<file path="config.mk">
export PLATFORM = sky130hd
export DESIGN_NAME = seg_scan_driver
export DESIGN_NICKNAME = d
export VERILOG_FILES = /design/src/rtl/seg_scan_driver.sv
export SDC_FILE = /design/constraint.sdc
export NUM_CORES = 1
export LEC_CHECK = 0
export CAP_MARGIN = 20
export CORE_MARGIN = 1.5
export CORE_UTILIZATION = 59
export DETAILED_ROUTE_END_ITERATION = 8
export PLACE_DENSITY = 0.87
export SLEW_MARGIN = 15
export SYNTH_ARGS = -nofsm -noshare
export SYNTH_HDL_FRONTEND = slang
export SYNTH_SLANG_ARGS = --single-unit
export TNS_END_PERCENT = 10
</file>
<file path="constraint.sdc">
create_clock -name CLK -period 6 [get_ports CLK]
set_clock_uncertainty 0.1 [all_clocks]
set_input_delay 1.2 -clock CLK [delete_from_list [all_inputs] [get_ports CLK]]
set_output_delay 1.2 -clock CLK [all_outputs]
set_load 0.1 [all_outputs]
</file>
<file path="src/rtl/seg_scan_driver.sv">
// Multiplexed seven-segment scan driver with frame-synchronous display
// updates, PWM brightness via 16 sub-slots per digit, and optional
// leading-zero suppression.
module seg_scan_driver #(
  parameter int unsigned NDIG = 8,
  parameter int unsigned DIV  = 100,
  parameter int unsigned LZS  = 0
) (
  input  logic              CLK,
  input  logic              RST_N,
  input  logic [4*NDIG-1:0] HEX_IN,
  input  logic [NDIG-1:0]   DISP_EN,
  input  logic [NDIG-1:0]   DP_IN,
  input  logic [3:0]        BRIGHT,
  input  logic              LOAD,
  output logic [6:0]        SEG,
  output logic              DP,
  output logic [NDIG-1:0]   AN,
  output logic              UPD_PEND,
  output logic              FRAME_SYNC
);

  localparam int unsigned PW = $clog2(DIV);
  localparam int unsigned DW = $clog2(NDIG);

  logic [PW-1:0]     r_pre;
  logic [3:0]        r_sub;
  logic [DW-1:0]     r_dig;
  logic [4*NDIG-1:0] r_stg_hex, r_act_hex;
  logic [NDIG-1:0]   r_stg_en, r_act_en, r_stg_dp, r_act_dp;
  logic              r_upd_pend;
  logic [6:0]        r_seg;
  logic              r_dp;
  logic [NDIG-1:0]   r_an;
  logic              r_fsync;

  logic       w_tick, w_bnd, w_supp, w_above_zero, w_lit;
  logic [3:0] w_code;
  logic [6:0] w_seg;

  assign w_tick = (r_pre == PW'(DIV - 1));
  assign w_bnd  = w_tick && (r_sub == 4'hF) && (r_dig == DW'(NDIG - 1));

  // NOTE: sequential state uses non-blocking assignments so every register
  // samples pre-edge values, independent of block ordering.
  always_ff @(posedge CLK or negedge RST_N) begin
    if (!RST_N) begin
      r_pre <= '0;
      r_sub <= '0;
      r_dig <= '0;
    end else begin
      r_pre <= w_tick ? '0 : r_pre + PW'(1);
      if (w_tick) begin
        r_sub <= r_sub + 4'd1;
        if (r_sub == 4'hF)
          r_dig <= (r_dig == DW'(NDIG - 1)) ? '0 : r_dig + DW'(1);
      end
    end
  end

  // Active data moves only at a frame boundary, and always from the pre-edge
  // staging contents, so a LOAD on the boundary edge lands in staging.
  always_ff @(posedge CLK or negedge RST_N) begin
    if (!RST_N) begin
      r_stg_hex  <= '0;
      r_stg_en   <= '0;
      r_stg_dp   <= '0;
      r_act_hex  <= '0;
      r_act_en   <= '0;
      r_act_dp   <= '0;
      r_upd_pend <= 1'b0;
    end else begin
      if (w_bnd && r_upd_pend) begin
        r_act_hex <= r_stg_hex;
        r_act_en  <= r_stg_en;
        r_act_dp  <= r_stg_dp;
      end
      if (LOAD) begin
        r_stg_hex  <= HEX_IN;
        r_stg_en   <= DISP_EN;
        r_stg_dp   <= DP_IN;
        r_upd_pend <= 1'b1;
      end else if (w_bnd) begin
        r_upd_pend <= 1'b0;
      end
    end
  end

  assign w_code = r_act_hex[4*r_dig +: 4];

  // NOTE: every always_comb output gets a default first so no path can
  // leave it unassigned and infer a latch.
  always_comb begin
    w_seg = 7'h7F;
    case (w_code)
      4'h0: w_seg = 7'h40;
      4'h1: w_seg = 7'h79;
      4'h2: w_seg = 7'h24;
      4'h3: w_seg = 7'h30;
      4'h4: w_seg = 7'h19;
      4'h5: w_seg = 7'h12;
      4'h6: w_seg = 7'h02;
      4'h7: w_seg = 7'h78;
      4'h8: w_seg = 7'h00;
      4'h9: w_seg = 7'h10;
      4'hA: w_seg = 7'h08;
      4'hB: w_seg = 7'h03;
      4'hC: w_seg = 7'h46;
      4'hD: w_seg = 7'h21;
      4'hE: w_seg = 7'h06;
      4'hF: w_seg = 7'h0E;
      default: w_seg = 7'h7F;
    endcase
  end

  // Walk down from the top digit; a digit is blank while it and everything
  // above it is zero or disabled. Digit 0 is never visited.
  always_comb begin
    w_above_zero = 1'b1;
    w_supp       = 1'b0;
    for (int k = NDIG - 1; k >= 1; k--) begin
      w_above_zero = w_above_zero & (!r_act_en[k] | (r_act_hex[4*k +: 4] == 4'h0));
      if (r_dig == DW'(k))
        w_supp = w_above_zero;
    end
  end

  assign w_lit = r_act_en[r_dig] && !((LZS != 0) && w_supp) && (r_sub < BRIGHT);

  always_ff @(posedge CLK or negedge RST_N) begin
    if (!RST_N) begin
      r_seg   <= 7'h7F;
      r_dp    <= 1'b1;
      r_an    <= '1;
      r_fsync <= 1'b0;
    end else begin
      r_seg   <= w_seg;
      r_dp    <= ~r_act_dp[r_dig];
      r_an    <= w_lit ? ~(NDIG'(1) << r_dig) : '1;
      r_fsync <= w_bnd;
    end
  end

  assign SEG        = r_seg;
  assign DP         = r_dp;
  assign AN         = r_an;
  assign UPD_PEND   = r_upd_pend;
  assign FRAME_SYNC = r_fsync;

endmodule

</file>
==> run metrics <==
vias in the first global route between 3000 and 4000; final std cells w/o fill 577; Antenna Nets Post-Route 0; CTS root buf clkbuf_8; leading cell types in the layout, fill and taps excluded dfrtp_1, mux2_2, clkdlybuf4s50_1; DRT Wirelength about 11000 um; die area roughly 10000 um^2; first-pass GRT wire length approximately 18000 um; Yosys warning count 0; layout cells sized above 1 0.3795; synthesized area per cell approximately 16 um^2; Slew HR 0.3315; RSZ-0062 raised after global routing false; Final Setup Violations 0; WP data required 4700 ps; CTS sink cnt between 100 and 150; Buf/Inv on CP 1; Pleak approximately 3.2 nW; Initial Util 0.6084; VDD IR max between 0.2 and 0.25 mV; CTS H-tree depth 4; initial antenna violation count 0; DP Cell Count around 540; CTS Buf Count 17; status completed; crit-path cells clkdlybuf4s50_1; total core area approximately 9200 um^2; Mapped Area around 5600 um^2; GRT Residual Overflow 0; Port Buffers roughly 70; f_max between 0.2 and 0.3 GHz; Slew Viols, Final 0; top post-synthesis cells by area dfrtp_1, mux2_2, dfstp_2; CTS Hold Bufs 0; Synth area leader dfrtp_1; die width approximately 100 um; Fin. Hold Viols 0; CP peak stage delay roughly 1100 ps; critical-path maximum fanout 1; share of the synthesized area in the top cell type 0.4986; worst slew pin tran roughly 1000 ps; Detailed Place HPWL ~6600 um; nets@finish roughly 510; number of remaining DRC errors 0; clk slew on worst S/H paths 60 ps; critical path class flip-flop to output port; vias post-DR roughly 3200; via/cell ratio between 5 and 6; cells after synthesis around 360; Netlist cell types 43; worst skew pair latency 510 ps; max capacitance violation total 0; setup TNS 0 ps; fin crit share 0.5766; Total GRT Usage 0.2333; most common cell after layout, fill and taps aside dfrtp_1; Routed WL per cell 18.29 um; postcts setup bufs 0; FP Rows 35; Core Util, Final 0.7569; Post-Syn Nets roughly 430; CP endpoint kind output port; drt pass-1 iters 6; Synth-to-Final Area Change 24.42%; WP data arrival 2160 ps; #FFs+latches synth about 130; largest net degree at the start of global routing just under 90; antenna cells 0; HP Class flip-flop to flip-flop; Ports 73; Placer Congestion 0.7433; post-cts sizing count 0; slowest stage cell, crit path clkdlybuf4s50_1; CTS max path bufs 2; hold_ws ~400 ps; Setup crit start kind flip-flop; DIE HEIGHT between 100 and 150 um; pwr/cell area between 200 and 300 nW/um^2; number of DRC violations after detailed-routing iteration 0 just over 100; CTS tree done; sequential area share after synthesis 0.5733; fin crit period roughly 3500 ps; cell family with most CP delay buffers and inverters
## final cells by class
class / instances / area [um^2]
inverters: 14 / 52.55
multi-input cells: 200 / 2217
fillers: 545 / 2246
flip-flops and latches: 128 / 3223
repair buffers: 74 / 744.5
clock inverters: 14 / 167.7
well taps: 129 / 161.4
clock buffers: 18 / 427.9
## power by group
part	internal (W)	switching [W]
Clock	0.000617	0.000410
Combinational	0.0000619	0.0000377
Sequential	0.000896	0.0000190
Total	0.00158	0.000467
## cell families (layout without fill, tap and decap cells)
kind of cell / after synthesis / in the layout / share of synthesized area
buffers and inverters: 29 / 120 / 0.03227
flip-flops: 128 / 128 / 0.5733
adder cells (fa/ha/maj): 16 / 16 / 0.03561
XOR/XNOR: 8 / 8 / 0.01246
AND/OR/NAND/NOR: 31 / 31 / 0.03250
AO/OA/AOI/OAI: 22 / 22 / 0.02938
multiplexers: 123 / 123 / 0.2844
## per-layer routing
metal  up-vias  global-route usage  routed length (um)
li1       1446                   -                   -
met1      1661              0.3078                4734
met2        88              0.3846                5306
met3        18             0.04438                 381
met4         0             0.09317                 129
met5         -                   0                   0
## cells in the mapped netlist
cell,instances
mux2i_2,1
o31ai_1,1
ha_1,16
mux2_4,20
a21oi_1,2
a21o_1,2
clkbuf_1,2
mux2i_1,8
o2bb2ai_1,1
buf_2,1
inv_1,13
and3_1,3
nand2_1,4
a211o_1,1
mux4_2,12
nand4bb_1,1
or2_2,1
xnor2_1,6
buf_12,3
xor2_1,2
nor2_8,1
dfstp_2,16
a41oi_1,1
nand3_1,5
mux2i_4,1
or3_1,1
buf_6,1
o2111ai_1,8
mux2_2,81
o21ai_0,4
nand2b_1,3
nor3_1,1
buf_4,4
nor3b_1,1
and2_1,2
a211oi_1,1
a22o_1,1
buf_1,4
inv_2,1
dfrtp_1,112
nand4_1,1
nor2_1,6
or4_1,1
## stage by stage
step	power (W)	setup slack, ps	instance area, um^2
floorplan	0.0009637	3507	5622
global placement	0.001023	3010	6375
detailed placement	0.001030	2877	6375
CTS	0.002050	2515	6970
global route	0.002111	2491	6994
finish	0.002042	2541	6994
## worst paths after layout
path | from | end | slack, ps | depth (start not counted)
min in group asynchronous | RST_N | r_stg_en[0] | 660 | 1
setup reg to reg | r_dig[0] | r_act_hex[3] | 2830 | 5
hold reg to reg | r_pre[0] | r_pre[0] | 390 | 1
max in group asynchronous | RST_N | r_act_hex[16] | 4120 | 2
hold / removal | r_pre[0] | r_pre[0] | 390 | 1
setup / recovery | SEG[0] | SEG[0] | 2540 | 1
## state kept, by name (all words and copies together) (netlist names)
register / count
r_stg_hex: 32
r_stg_dp: 8
r_act_hex: 32
AN: 8
r_sub: 4
r_pre: 7
FRAME_SYNC: 1
UPD_PEND: 1
r_act_dp: 8
r_act_en: 8
DP: 1
r_stg_en: 8
SEG: 7
r_dig: 3
No activity file was read; power rests on OpenSTA's default activity.
